File: config.mk
export PLATFORM = sky130hd
export DESIGN_NAME = data_memory_hs
export DESIGN_NICKNAME = d
export VERILOG_FILES = /design/src/rtl/data_memory_hs.sv
export SDC_FILE = /design/constraint.sdc
export NUM_CORES = 1
export LEC_CHECK = 0
export ABC_AREA = 1
export CORE_ASPECT_RATIO = 1.75
export CORE_UTILIZATION = 60
export CTS_CLUSTER_SIZE = 16
export DETAILED_ROUTE_END_ITERATION = 8
export GPL_ROUTABILITY_DRIVEN = 0
export PLACE_DENSITY = 0.87
export SLEW_MARGIN = 20
export SYNTH_ARGS = -nofsm -noshare
export SYNTH_HDL_FRONTEND = slang
export SYNTH_SLANG_ARGS = --single-unit
File: constraint.sdc
create_clock -name clk -period 5 [get_ports clk]
set_input_delay 0.75 -clock clk [delete_from_list [all_inputs] [get_ports clk]]
set_output_delay 0.75 -clock clk [all_outputs]
set_load 0.01 [all_outputs]
File: src/rtl/data_memory_hs.sv
// Single-port synchronous data memory with valid/ready request channel, registered read
// response with backpressure and a post-reset zero sweep. Optional: DATA_MEMORY_BOUNDS_CHECK_EN.
module data_memory_hs #(
  parameter int unsigned DATA_W = 16,
  parameter int unsigned ADDR_W = 16,
  parameter int unsigned DEPTH  = 8,
  parameter int unsigned IDX_W  = $clog2(DEPTH)
) (
  input  logic              clk,
  input  logic              rst,
  input  logic              req_valid,
  output logic              req_ready,
  input  logic              req_write,
  input  logic [ADDR_W-1:0] req_addr,
  input  logic [DATA_W-1:0] req_wdata,
  output logic              rsp_valid,
  input  logic              rsp_ready,
  output logic [DATA_W-1:0] rsp_rdata,
`ifdef DATA_MEMORY_BOUNDS_CHECK_EN
  output logic              err,
`endif
  output logic              init_done
);

  typedef enum logic [0:0] {StInit, StRun} state_e;

  state_e            state_q, state_d;
  logic [IDX_W-1:0]  sweep_idx_q, sweep_idx_d;
  logic              init_done_q, init_done_d;
  logic              rsp_valid_q;
  logic [DATA_W-1:0] rsp_rdata_q;
  logic [DATA_W-1:0] mem [DEPTH];

  logic [IDX_W-1:0]  idx;
  logic              oob;
  logic              acc;
  logic              rd_acc;
  logic              wr_acc;

  assign idx = req_addr[IDX_W-1:0];

`ifdef DATA_MEMORY_BOUNDS_CHECK_EN
  logic err_q;
  assign oob = (32'(req_addr) >= DEPTH);
  assign err = err_q;
`else
  // Upper address bits are intentionally ignored so addresses wrap modulo DEPTH.
  logic unused_addr;
  assign unused_addr = ^req_addr;
  assign oob         = 1'b0;
`endif

  assign acc    = req_valid && req_ready;
  assign rd_acc = acc && !req_write;
  assign wr_acc = acc && req_write && !oob;

  // State register
  always_ff @(posedge clk or posedge rst) begin
    if (rst) begin
      state_q     <= StInit;
      sweep_idx_q <= '0;
      init_done_q <= 1'b0;
    end else begin
      state_q     <= state_d;
      sweep_idx_q <= sweep_idx_d;
      init_done_q <= init_done_d;
    end
  end

  // Next-state logic
  always_comb begin
    state_d     = state_q;
    sweep_idx_d = sweep_idx_q;
    init_done_d = init_done_q;
    unique case (state_q)
      StInit: begin
        sweep_idx_d = sweep_idx_q + IDX_W'(1);
        if (sweep_idx_q == IDX_W'(DEPTH - 1)) begin
          state_d     = StRun;
          init_done_d = 1'b1;
        end
      end
      StRun: begin
        state_d = StRun;
      end
      default: state_d = StInit;
    endcase
  end

  // Output logic
  always_comb begin
    req_ready = 1'b0;
    if (state_q == StRun) begin
      req_ready = !rsp_valid_q || rsp_ready;
    end
  end

  assign rsp_valid = rsp_valid_q;
  assign rsp_rdata = rsp_rdata_q;
  assign init_done = init_done_q;

  // Array has no reset; the sweep clears it after every reset release.
  always_ff @(posedge clk) begin
    if (state_q == StInit) begin
      mem[sweep_idx_q] <= '0;
    end else if (wr_acc) begin
      mem[idx] <= req_wdata;
    end
  end

  always_ff @(posedge clk or posedge rst) begin
    if (rst) begin
      rsp_valid_q <= 1'b0;
      rsp_rdata_q <= '0;
    end else if (rd_acc) begin
      rsp_valid_q <= 1'b1;
      rsp_rdata_q <= oob ? '0 : mem[idx];
    end else if (rsp_valid_q && rsp_ready) begin
      rsp_valid_q <= 1'b0;
    end
  end

`ifdef DATA_MEMORY_BOUNDS_CHECK_EN
  always_ff @(posedge clk or posedge rst) begin
    if (rst) begin
      err_q <= 1'b0;
    end else begin
      err_q <= acc && oob;
    end
  end
`endif

endmodule

# After elaboration in Yosys (flattened, before gate mapping)
# Memories as Yosys holds them, arrays and structs flattened. A register that Yosys moved wholly into a read port is not among the register bits.
# Index checks and enable logic that the tools add are counted.
# totals
regBits,6
ram_bits,128
input_bits,37
output_inout_bits,19
elab_cells,30
mem_count,1
# mem_list
memory,depth,width,rd,rd_clocked_by_memory_dff,wr,line,source
mem,8,16,1,1,1,32,logic [DATA_W-1:0] mem [DEPTH];
# classes
addsub,1
eq_ne,1
muxes,12
bitwise,1
reduce_logical,10
# op_table
operator,count
two-way mux 16 bit,1
OR reduction 16 bit,1
two-way mux 1 bit,9
logical AND 1 bit,4
adder 3 x 1 -> 3 bit (second input constant),1
== test 3 bit (second input constant),1
two-way mux 3 bit,1
logical NOT 1 bit,2
one-hot mux 1 bit (2 select lines),1
AND reduction 2 bit,1
nonzero test 2 bit,1
logical OR 1 bit,1
inverter 1 bit,1

# Longest topological paths before layout
# logic_depth
word_depth,10
depth_mapped,9

# Worst setup path after synthesis
# OpenSTA, ideal clock, no wires.
# synth_timing
path_kind,input to register
start,input port req_write
end,"memory mem[0][0], enable pin"
arrival_time_ns,2.249
t_required_ns,4.612
slack_ns,2.363
cell_stages,6
n_path_buf,2
path_cell_list,buf_2 > nand4_1 > buf_2 > nand2_1 > nand3_1 > nor2_1
# synth_via
elab_chain_len,6
# synth_lines
item,line,source
start: declaration,13,"input logic req_write,"
logical AND 1 bit (*),55,assign wr_acc = acc && req_write && !oob;
two-way mux 1 bit (*),106,end else if (wr_acc) begin
two-way mux 1 bit (*),104,if (state_q == StInit) begin
two-way mux 1 bit (implied by the code) (*),107,mem[idx] <= req_wdata;
OR reduction 16 bit (no source line),-,
two-way mux 3 bit (no source line) or two-way mux 1 bit (tied branches),-,
end: declaration,32,
# Mark *: on every way between the ends. The rest lies on a longest branch, timed or not.

# Worst setup path after layout
# layout_timing
start,input port rsp_ready
end,output port req_ready
# layout_via
elab_chain_len,2
# layout_lines
item,line,source
start: declaration,17,"input logic rsp_ready,"
logical OR 1 bit,94,req_ready = !rsp_valid_q || rsp_ready;
two-way mux 1 bit,93,if (state_q == StRun) begin
end: declaration,12,"output logic req_ready,"
# No other way between the ends.

==> impl_metrics.tcl <==
set metrics [dict create \
    worstPathRequired_ns 4.25 \
    post_cts_resized 0 \
    fin_setup_tns_ns 0 \
    hold_slack_ns 0.469 \
    path_buf_inv 3 \
    viasPerCell 5.79 \
    num_rows 48 \
    synth-compound-area-share 0.0182 \
    cts_buffers 17 \
    place_hpwl_um 7850 \
    drv_cap 0 \
    fin_ws_ns 2.10 \
    synthMuxAreaShare 0 \
    yosysMostFrequentCell "nand2_1" \
    rsz0062_at_grt "no" \
    seq_area_mm2 0.00439 \
    crit_type "input pin to primary output" \
    ant_nets 0 \
    final_util 0.741 \
    cp_max_fo 8 \
    yosysTopAreaCell "edfxtp_1" \
    track_usage 0.282 \
    regToRegStartpoint "state_q" \
    holdCritStartpoint "init_done" \
    critPathTopFamily "buffers and inverters" \
    yosys_register_bits 150 \
    synth_top_family_by_area "simple AND/OR/NAND/NOR gates" \
    drt_first_iter_violations 657 \
    cp-startpoint "rsp_ready" \
    syn_nets 627 \
    worstSetupEndpointType "primary output" \
    first_pass_iters 6 \
    arrival_ns 2.15 \
    fin_total_pwr_mw 2.96 \
    yosys_warnings 0 \
    num-fill-cells 594 \
    n_antenna_cell 0 \
    period_share 0.579 \
    synth_top_area_share 0.615 \
    synth_adder_area_share 0.00401 \
    fin_nets 672 \
    max_freq_ghz 0.345 \
    period_needed_ns 2.90 \
    netlist_area_mm2 0.00625 \
    port-buffer-count 42 \
    h-tree-depth 4 \
    grt_pass1_vias 4535 \
    ir_worst_vdd_v 0.000347 \
    die-area_mm2 0.0108 \
    worst_setup_path_start_kind "input pin" \
    synth_edf_count 128 \
    cts_root_buf "clkbuf_16" \
    path_cells "clkdlybuf4s50_1 -> inv_1 -> a21oi_4 -> clkdlybuf4s50_1" \
    placed_cell_area_mm2 0.00677 \
    route.detailed.drc 0 \
    finalMaxSlewViolations 0 \
    cts.clk_slew.worst_paths_ns 0.06 \
    yosys-top-cells-count "nand2_1 (243), edfxtp_1 (128), nor2_1 (56), nand3_1 (50)" \
    antenna_found_initial 0 \
    routedWlPerCell_um 18.2 \
    yosys.area_share.simple 0.233 \
    multi_input_area_mm2 0.00160 \
    grt_max_degree 66 \
    run_status "completed" \
    place_inst 739 \
    grt_overflow 0 \
    syn_area_per_cell_um2 10.6 \
    synth_cell_types 22 \
    finClkSkew_ns 0.0119 \
    leakagePower_nw 3.00 \
    worst_slew_pin_slew_ns 0.832 \
    die_w_um 79.1 \
    clk_latency_ns 0.42 \
    hold_violations 0 \
    instances_no_fill 770 \
    dpl_worst_slack_ns 2.06 \
    cts.sinks 150 \
    coreArea_mm2 0.00997 \
    crit_top_cell "clkdlybuf4s50_1" \
    routed_wl_um 14000 \
    synthTopCellsByArea "edfxtp_1 (62%), nand2_1 (15%), dfrtp_1 (8.8%)" \
    setup_violations 0 \
    io-pin-count 56 \
    grt_pass1_wl_um 21900 \
    yosysSeqAreaShare 0.704 \
    relSlewSlack 0.445 \
    cts_setup_buffers 0 \
    cts_tree "done" \
    hold_path.class "flip-flop to flip-flop" \
    layout-drive-gt1-share 0.0775 \
    vias 4460 \
    die_h_um 137 \
    clockBufferDepth 2 \
    cp_slowest_stage_delay_ns 0.60 \
    postSynthCellCount 588 \
    final_area_mm2 0.00738 \
    synth_ff_type "edfxtp_1" \
    async_reset_ff_frac 0.147 \
    cellPowerDensity_mw_per_mm2 401 \
    synth_xor_area_frac 0.00140 \
    cpMaxStageDelayCell "clkdlybuf4s50_1" \
    syn_to_final_growth_pct 18.2 \
    cts_hold_buffers 0 \
    initial_core_util 0.627 \
]
-- cell usage in the layout (no fill, tap or decap), types with 7 or more instances in the layout --
master,count
inv_1,22
nand4_1,7
nand3_1,50
nor2_1,56
clkdlybuf4s50_1,41
clkbuf_16,17
nand2_1,243
o21ai_0,18
edfxtp_1,128
dfrtp_1,22
buf_4,14
-- cells by family (layout without fill, tap and decap cells) --
family,after synthesis,in the layout
xor+xnor,1,1
flops,150,150
fa+ha+maj,2,2
compound gates,20,20
buf+inv,56,113
simple gates,359,359
-- routing by layer --
layer  up-vias  track usage  part of all wire
met3        74       0.0667             0.085
met1      2060        0.309              0.34
met4         0        0.201             0.052
met2       294        0.473              0.53
li1       2032            -                 -
met5         -            0                 0
-- registers in the layout, indices dropped and copies added, names as in the netlist --
| name | count |
|---|---|
| init_done | 1 |
| rsp_rdata | 16 |
| mem | 128 |
| rsp_valid | 1 |
| sweep_idx_q | 3 |
| state_q | 1 |
-- power breakdown --
group          internal (mW)  switching [mW]
logic                  0.101           0.144
registers               1.39          0.0169
clock network          0.829           0.476
-- path summary, 6_finish.rpt --
check	end	slack [ns]	cells past startpoint
min in group asynchronous	rsp_rdata[2]	0.79	2
max	req_ready	2.10	4
min reg2reg	init_done	0.47	1
max reg2reg	mem[0][10]	3.00	7
max in group asynchronous	rsp_rdata[9]	3.68	2
min	init_done	0.47	1
-- layout make-up --
cell class              instances  area share
flip-flops and latches        150       0.595
multi-input cells             382       0.217
repair buffers                 56      0.0705
clock buffers                  18      0.0581
clock inverters                13      0.0246
well taps                     125      0.0212
inverters                      26      0.0136
(Power assumes the default switching activity.)
